[config.mk]
export PLATFORM = sky130hd
export DESIGN_NAME = mbe_operand_driver_flat
export DESIGN_NICKNAME = d
export VERILOG_FILES = /design/src/rtl/mbe_operand_driver_pkg.sv /design/src/rtl/mbe_operand_driver_if.sv /design/src/rtl/mbe_operand_driver_lfsr.sv /design/src/rtl/mbe_operand_driver.sv /design/src/flat_wrapper.sv
export SDC_FILE = /design/constraint.sdc
export NUM_CORES = 2
export LEC_CHECK = 0
export CELL_PAD_IN_SITES_DETAIL_PLACEMENT = 1
export CELL_PAD_IN_SITES_GLOBAL_PLACEMENT = 1
export CORE_MARGIN = 3
export CORE_UTILIZATION = 51
export DETAILED_ROUTE_END_ITERATION = 8
export MAX_ROUTING_LAYER = met4
export PLACE_DENSITY = 0.95
export SLEW_MARGIN = 0
export SYNTH_ARGS = -nofsm -noshare
export SYNTH_HDL_FRONTEND = slang
export SYNTH_SLANG_ARGS = --single-unit
[constraint.sdc]
create_clock -name clk -period 14 [get_ports clk]
set_input_delay 3.5 -clock clk [delete_from_list [all_inputs] [get_ports clk]]
set_output_delay 3.5 -clock clk [all_outputs]
set_load 0.01 [all_outputs]
[src/rtl/mbe_operand_driver_pkg.sv]
// mbe_drv_pkg: shared FSM type, default width, corner-operand codes and LFSR taps
// for the MBE operand driver.
package mbe_drv_pkg;
    typedef enum logic [2:0] {IDLE, DRIVE, WAIT_RES, CHECK, DONE} state_t;
    localparam int DEF_OP_W = 24;
    // Corner operands are width-independent codes; the driver decodes them for its OP_W.
    typedef enum logic [1:0] {C_ZERO, C_ONES, C_MSB, C_ONE} corner_t;
    localparam logic [3:0][1:0] CORNER_A = {C_ONES, C_MSB, C_ONES, C_ZERO};
    localparam logic [3:0][1:0] CORNER_B = {C_ONE, C_MSB, C_ONES, C_ZERO};
    // x^24 + x^23 + x^22 + x^17 + 1 in right-shifting Galois form.
    localparam logic [23:0] LFSR_TAPS_24 = 24'hE10000;
endpackage

[src/rtl/mbe_operand_driver_if.sv]
// mbe_operand_driver_if: operand and product handshakes between the driver (master)
// and the multiplier under test (slave).
interface mbe_operand_driver_if import mbe_drv_pkg::*; #(
    parameter int OP_W = DEF_OP_W
);
    logic [OP_W-1:0]   a_o;
    logic [OP_W-1:0]   b_o;
    logic              op_valid_o;
    logic              op_ready_i;
    logic [2*OP_W-1:0] res_data_i;
    logic              res_valid_i;
    logic              res_ready_o;
    modport master (
        output a_o, b_o, op_valid_o, res_ready_o,
        input  op_ready_i, res_data_i, res_valid_i
    );
    modport slave (
        input  a_o, b_o, op_valid_o, res_ready_o,
        output op_ready_i, res_data_i, res_valid_i
    );
endinterface

[src/rtl/mbe_operand_driver_lfsr.sv]
// mbe_lfsr: right-shifting Galois LFSR with synchronous seed load; a zero seed is
// forced to 1 so the register can never lock up.
module mbe_lfsr import mbe_drv_pkg::*; #(
    parameter int               WIDTH = DEF_OP_W,
    parameter logic [WIDTH-1:0] TAPS  = WIDTH'(LFSR_TAPS_24)
) (
    input  logic             clk,
    input  logic             rst_n,
    input  logic             load,
    input  logic             en,
    input  logic [WIDTH-1:0] seed,
    output logic [WIDTH-1:0] state
);
    logic [WIDTH-1:0] state_d, state_q;
    always_comb state_d = load ? (seed == '0 ? WIDTH'(1) : seed)
                        : en   ? ((state_q >> 1) ^ (state_q[0] ? TAPS : '0))
                        : state_q;
    always_ff @(posedge clk or negedge rst_n) begin
        if (!rst_n) state_q <= WIDTH'(1);
        else        state_q <= state_d;
    end
    assign state = state_q;
endmodule

[src/rtl/mbe_operand_driver.sv]
// mbe_operand_driver: offers corner then LFSR operand pairs to a significand multiplier,
// one transaction in flight, and checks each product against a full-width reference.
module mbe_operand_driver import mbe_drv_pkg::*; #(
    parameter int OP_W    = DEF_OP_W,
    parameter int TIMEOUT = 1024
) (
    input  logic                 clk,
    input  logic                 rst_n,
    input  logic                 start,
    input  logic [15:0]          num_ops,
    input  logic [OP_W-1:0]      seed,
    mbe_operand_driver_if.master bus,
    output logic                 busy,
    output logic                 done,
    output logic                 timeout,
    output logic [15:0]          pass_count,
    output logic [15:0]          err_count,
    output logic [15:0]          first_err_idx
);
    localparam int              WD_W    = $clog2(TIMEOUT + 1);
    localparam logic [WD_W-1:0] WD_LAST = WD_W'(TIMEOUT - 1);
    localparam logic [15:0]     NO_ERR  = 16'hFFFF;

    state_t            state_d, state_q;
    logic [15:0]       idx_d, idx_q, n_d, n_q, pass_d, pass_q, err_d, err_q, first_d, first_q;
    logic [2*OP_W-1:0] exp_d, exp_q, res_d, res_q;
    logic [WD_W-1:0]   wd_d, wd_q;
    logic              timeout_d, timeout_q;
    logic [OP_W-1:0]   lfsr_a, lfsr_b, op_a, op_b;
    logic              launch, op_fire, res_fire;

    function automatic logic [OP_W-1:0] corner_val(input logic [1:0] c);
        return c == C_ZERO ? {OP_W{1'b0}}
             : c == C_ONES ? {OP_W{1'b1}}
             : c == C_MSB  ? {1'b1, {(OP_W-1){1'b0}}}
             : OP_W'(1);
    endfunction

    assign launch   = start && (state_q == IDLE || state_q == DONE);
    assign op_fire  = state_q == DRIVE && bus.op_ready_i;
    assign res_fire = state_q == WAIT_RES && bus.res_valid_i;
    assign op_a     = idx_q < 16'd4 ? corner_val(CORNER_A[idx_q[1:0]]) : lfsr_a;
    assign op_b     = idx_q < 16'd4 ? corner_val(CORNER_B[idx_q[1:0]]) : lfsr_b;

    mbe_lfsr #(.WIDTH(OP_W), .TAPS(OP_W'(LFSR_TAPS_24))) u_lfsr_a (
        .clk(clk), .rst_n(rst_n), .load(launch), .en(op_fire), .seed(seed), .state(lfsr_a)
    );
    mbe_lfsr #(.WIDTH(OP_W), .TAPS(OP_W'(LFSR_TAPS_24))) u_lfsr_b (
        .clk(clk), .rst_n(rst_n), .load(launch), .en(op_fire), .seed(~seed), .state(lfsr_b)
    );

    always_comb begin
        state_d   = state_q;
        idx_d     = idx_q;
        n_d       = n_q;
        pass_d    = pass_q;
        err_d     = err_q;
        first_d   = first_q;
        timeout_d = timeout_q;
        wd_d      = wd_q;
        exp_d     = op_fire ? (2*OP_W)'(op_a) * (2*OP_W)'(op_b) : exp_q;
        res_d     = res_fire ? bus.res_data_i : res_q;
        case (state_q)
            IDLE, DONE: if (launch) begin
                pass_d    = '0;
                err_d     = '0;
                first_d   = NO_ERR;
                timeout_d = 1'b0;
                idx_d     = '0;
                n_d       = num_ops;
                wd_d      = '0;
                state_d   = num_ops == '0 ? DONE : DRIVE;
            end
            // Watchdog counts consecutive stalled cycles; any handshake rearms it.
            DRIVE, WAIT_RES: if (op_fire || res_fire) begin
                wd_d    = '0;
                state_d = state_q == DRIVE ? WAIT_RES : CHECK;
            end else if (wd_q == WD_LAST) begin
                timeout_d = 1'b1;
                state_d   = DONE;
            end else begin
                wd_d = wd_q + 1'b1;
            end
            CHECK: begin
                if (res_q == exp_q) begin
                    pass_d = pass_q + 16'(pass_q != 16'hFFFF);
                end else begin
                    err_d   = err_q + 16'(err_q != 16'hFFFF);
                    first_d = first_q == NO_ERR ? idx_q : first_q;
                end
                idx_d   = idx_q + 16'd1;
                state_d = idx_d == n_q ? DONE : DRIVE;
            end
            default: state_d = IDLE;
        endcase
    end

    always_ff @(posedge clk or negedge rst_n) begin
        if (!rst_n) begin
            state_q   <= IDLE;
            idx_q     <= '0;
            n_q       <= '0;
            pass_q    <= '0;
            err_q     <= '0;
            first_q   <= NO_ERR;
            timeout_q <= 1'b0;
            wd_q      <= '0;
            exp_q     <= '0;
            res_q     <= '0;
        end else begin
            state_q   <= state_d;
            idx_q     <= idx_d;
            n_q       <= n_d;
            pass_q    <= pass_d;
            err_q     <= err_d;
            first_q   <= first_d;
            timeout_q <= timeout_d;
            wd_q      <= wd_d;
            exp_q     <= exp_d;
            res_q     <= res_d;
        end
    end

    assign bus.a_o         = state_q == DRIVE ? op_a : '0;
    assign bus.b_o         = state_q == DRIVE ? op_b : '0;
    assign bus.op_valid_o  = state_q == DRIVE;
    assign bus.res_ready_o = state_q == WAIT_RES;
    assign busy            = state_q == DRIVE || state_q == WAIT_RES || state_q == CHECK;
    assign done            = state_q == DONE;
    assign timeout         = timeout_q;
    assign pass_count      = pass_q;
    assign err_count       = err_q;
    assign first_err_idx   = first_q;
endmodule

[src/flat_wrapper.sv]
// flat-port wrapper written by rule: the top's interface ports become plain ports
module mbe_operand_driver_flat import mbe_drv_pkg::*;
#(
    parameter int OP_W    = DEF_OP_W,
    parameter int TIMEOUT = 1024
)
  (clk, rst_n, start, num_ops, seed, busy, done, timeout, pass_count, err_count, first_err_idx, bus_a_o, bus_b_o, bus_op_valid_o, bus_res_ready_o, bus_op_ready_i, bus_res_data_i, bus_res_valid_i);
  mbe_operand_driver_if #(.OP_W(OP_W)) bus_i ();
  input  logic clk;
  input  logic rst_n;
  input  logic start;
  input  logic [15:0] num_ops;
  input  logic [OP_W-1:0] seed;
  output logic busy;
  output logic done;
  output logic timeout;
  output logic [15:0] pass_count;
  output logic [15:0] err_count;
  output logic [15:0] first_err_idx;
  output wire logic [$bits(bus_i.a_o)-1:0] bus_a_o;
  output wire logic [$bits(bus_i.b_o)-1:0] bus_b_o;
  output wire logic [$bits(bus_i.op_valid_o)-1:0] bus_op_valid_o;
  output wire logic [$bits(bus_i.res_ready_o)-1:0] bus_res_ready_o;
  input wire logic [$bits(bus_i.op_ready_i)-1:0] bus_op_ready_i;
  input wire logic [$bits(bus_i.res_data_i)-1:0] bus_res_data_i;
  input wire logic [$bits(bus_i.res_valid_i)-1:0] bus_res_valid_i;
  assign bus_a_o = bus_i.a_o;
  assign bus_b_o = bus_i.b_o;
  assign bus_op_valid_o = bus_i.op_valid_o;
  assign bus_res_ready_o = bus_i.res_ready_o;
  assign bus_i.op_ready_i = bus_op_ready_i;
  assign bus_i.res_data_i = bus_res_data_i;
  assign bus_i.res_valid_i = bus_res_valid_i;
  mbe_operand_driver #(.OP_W(OP_W), .TIMEOUT(TIMEOUT)) u_core (.clk(clk), .rst_n(rst_n), .start(start), .num_ops(num_ops), .seed(seed), .bus(bus_i), .busy(busy), .done(done), .timeout(timeout), .pass_count(pass_count), .err_count(err_count), .first_err_idx(first_err_idx));
endmodule
==> qor.csv <==
stage,metric,value,unit
outcome,outcome,finished with violations,
outcome,violations in the final reports,"capacitance limit, slew limit",
die,FP Rows,88,
place,total instance count after detailed placement,4295,
drt,via-per-instance ratio,6.79,
timing,clock period minus worst slack,11.11,ns
logic_synthesis,largest family of logic cells by synthesized area,adder cells,
drt,Residual DRC,0,
final_layout,combined area of the multi-input logic cells,21600,sq um
place,port buffer count,193,
die,height of the die,250,um
die,die width,250,um
clock_tree,Max Buffers Root-to-Sink,3,
logic_synthesis,top cell type's share of synthesized area,0.318,
clock_tree,CTS buffer count,28,
setup_path,delay of the slowest critical-path stage,0.82,ns
logic_synthesis,share of synthesized area spent on multiplexers,0.0194,
drt,sum of routed wire length over all layers,144000,um
final_layout,final instance count without filler cells,4375,
timing,RSZ-0062 raised after global routing,false,
clock_tree,Clock transition at path regs,0.07,ns
logic_synthesis,share of synthesized flip-flops with an asynchronous set or reset,1.00,
timing,transition time at the pin with the least slew margin,1.55,ns
timing,maximum clock skew at final layout,0.0533,ns
setup_path,r2r setup slk,2.89,ns
clock_tree,number of clock sinks,239,
logic_synthesis,portion of the post-synthesis area used by sequential elements,0.198,
place,total half-perimeter wirelength after legalization and detailed placement,95300,um
logic_synthesis,Post-Synthesis Mean Instance Area,8.76,sq um
logic_synthesis,count of state elements after synthesis,239,
drt,routed via count,29700,
grt,aggregate global routing overflow,0,
grt,largest net degree at the start of global routing,90,
grt,global-route wire length before repair,208000,um
hold_path,critical hold path startpoint,u_core.first_err_idx[9],
logic_synthesis,simple-gate portion of the synthesized area,0.166,
setup_path,capture point of the worst reg-to-reg path,u_core.exp_q[22],
logic_synthesis,most instantiated library cell after synthesis,sky130_fd_sc_hd__inv_1,
grt,vias in the first global route,32900,
drt,number of nets with antenna violations after detailed routing,0,
logic_synthesis,post-synthesis net count,4227,
setup_path,R2R depth,29,
grt,total routing usage reported by global routing,0.460,
setup_path,"Data required, critical path",14.32,ns
drt,DR iter-0 viols,3725,
logic_synthesis,largest cells by area after synthesis,"sky130_fd_sc_hd__fa_1, sky130_fd_sc_hd__dfrtp_1, sky130_fd_sc_hd__ha_1",
logic_synthesis,Synth warnings,0,
logic_synthesis,Synth Area in Compound Gates,0.0864,
final_layout,Fillers,6670,
logic_synthesis,Mapped Cells,3468,
setup_path,highest net fanout along the worst path,48,
final_layout,"Net count, final",4319,
clock_tree,Post-CTS Setup Inserts,0,
hold_path,kind of path behind the tightest hold check,reg2reg,
hold_path,capture endpoint of the worst hold path,u_core.first_err_idx[9],
logic_synthesis,synthesized-area fraction occupied by adder cells,0.393,
timing,Final setup violation count,0,
drt,routed length per placed instance,32.9,um
drt,drt first pass iters,9,
clock_tree,clock root cell,sky130_fd_sc_hd__clkbuf_16,
die,core region area,58400,sq um
die,top-level port count,194,
logic_synthesis,synthesized area,30400,sq um
timing,number of endpoints with negative hold slack in the final report,0,
setup_path,data arrival time of the worst path,11.42,ns
setup_path,buffer and inverter count on the worst path,7,
setup_path,critical path launch point type,flip-flop,
setup_path,"Worst Path Class, Setup",reg2reg,
clock_tree,H-tree levels,1,
logic_synthesis,cell taking the most area after synthesis,sky130_fd_sc_hd__fa_1,
setup_path,launch point of the worst reg-to-reg path,u_core.idx_q[2],
timing,final setup slack of the worst path,2.89,ns
place,post-place instance area,33000,sq um
final_layout,layout overhead on the synthesized area,11.8,%
clock_tree,clock tree from TritonCTS,done,
setup_path,Worst Setup End Kind,flip-flop,
clock_tree,insertion delay of the later-clocked pin in the worst-skew pair,0.61,ns
place,routability congestion estimate from global placement,1.01,
place,setup slack after placement,4.14,ns
logic_synthesis,list of most frequent post-synthesis cells,"sky130_fd_sc_hd__inv_1, sky130_fd_sc_hd__nand2_1, sky130_fd_sc_hd__fa_1",
die,effective utilization at floorplan,0.521,
timing,Total Negative Setup Slacks,0,ns
setup_path,number of stages on the worst setup path,29,
job,max capacitance violation total,1,
timing,max frequency,90.0,MHz
clock_tree,number of buffers added to fix hold violations after cts,0,
logic_synthesis,Most used DFF post-synth,sky130_fd_sc_hd__dfrtp_1,
final_layout,area used by sequential logic in the layout,6000,sq um
clock_tree,PostCTS Resize Cnt,0,
setup_path,slowest cell on the critical path,sky130_fd_sc_hd__fa_1,
grt,number of antenna violations at the first check in global routing,20,
timing,worst max-slew margin expressed relative to the limit,-0.0461,
setup_path,Worst path most repeated cell,sky130_fd_sc_hd__inv_1,
logic_synthesis,"EDFF count, synth",0,
final_layout,post-layout instance area,34000,sq um
hold_path,worst hold path cell count,2,
timing,max-slew violation count,3,
logic_synthesis,count of distinct cell types in the synthesized netlist,73,
final_layout,layout cells sized above 1,0.0628,
logic_synthesis,parity-gate share of the synthesized area counting xor and xnor cells,0.0424,
die,area of the die,62500,sq um
setup_path,kind of cell with the highest combined delay on the critical path,adder cells,
timing,final critical-path share of the clock period,0.793,
-- flip-flops by register name, indices dropped and copies added (netlist names) --
name and flops:
u_core.err_count 16, u_core.exp_q 48, u_core.first_err_idx 16, u_core.idx_q 16, u_core.n_q 16, u_core.pass_count 16, u_core.res_q 48, u_core.state_q 3
u_core.timeout 1, u_core.u_lfsr_a.state 24, u_core.u_lfsr_b.state 24, u_core.wd_q 11
-- layer usage --
metal	track usage	vias up	share of wire
met3	0.155	1402	0.13
met5	-	-	0
met1	0.477	14500	0.31
met2	0.696	2839	0.44
li1	-	11000	-
met4	0.410	0	0.12
-- worst register-to-register path, delay by kind of cell (launching register included) --
family          cells  cell delay, ns
buf+inv             7            1.34
xor+xnor            1            0.76
fa+ha+maj           8            3.57
compound gates      9            3.37
simple gates        4            1.27
flops               1            0.50
-- how the worst max path moves through the flow --
| stage | start | end | slack (ns) |
|---|---|---|---|
| detailed placement | u_core.idx_q[2] | u_core.exp_q[37] | 4.14 |
| global route | u_core.idx_q[2] | u_core.exp_q[31] | 2.52 |
| floorplan | u_core.idx_q[2] | u_core.exp_q[43] | 6.00 |
| CTS | u_core.idx_q[2] | u_core.exp_q[46] | 3.82 |
| finish | u_core.idx_q[2] | u_core.exp_q[22] | 2.89 |
| global placement | u_core.idx_q[2] | u_core.exp_q[43] | 4.66 |
-- cell families after synthesis --
| family | count (synthesis) |
|---|---|
| AOI/OAI and AO/OA | 417 |
| xor gates and xnor gates | 147 |
| adders and majority gates | 666 |
| buffers and inverters | 757 |
| DFF | 239 |
| muxes | 53 |
| and+or+nand+nor | 1189 |
-- cell type report --
type / instances / area share
inverters: 570 / 0.0630
diodes: 30 / 0.00221
clock buffers: 46 / 0.0247
multi-input cells: 2472 / 0.635
repair buffers: 249 / 0.0694
well taps: 765 / 0.0282
flip-flops and latches: 239 / 0.177
clock inverters: 4 / 0.00107
-- through the flow --
step	util	hold slack, ns
after floorplan	-	0.459
after global placement	0.566	0.476
after detailed placement	0.566	0.489
after CTS	0.581	0.511
after global routing	0.582	0.543
final	0.582	0.515
-- placed cells by master, fill, tap and decap left out, types with 26 or more instances in the layout --
master,n
sky130_fd_sc_hd__inv_1,570
sky130_fd_sc_hd__ha_1,184
sky130_fd_sc_hd__nand3_1,36
sky130_fd_sc_hd__nand4_1,40
sky130_fd_sc_hd__dfrtp_1,221
sky130_fd_sc_hd__a21o_1,52
sky130_fd_sc_hd__clkdlybuf4s50_1,192
sky130_fd_sc_hd__fa_1,482
sky130_fd_sc_hd__xor2_1,87
sky130_fd_sc_hd__o21ai_0,115
sky130_fd_sc_hd__diode_2,30
sky130_fd_sc_hd__buf_4,56
sky130_fd_sc_hd__nor2_1,461
sky130_fd_sc_hd__a21oi_1,86
sky130_fd_sc_hd__nand2_1,517
sky130_fd_sc_hd__clkbuf_16,28
sky130_fd_sc_hd__mux2_2,48
sky130_fd_sc_hd__xnor2_1,60
sky130_fd_sc_hd__o21a_1,26
Power is left out: the tool's default activity adds up to more than one toggle a clock period on the data nets, which glitch-free logic cannot reach.
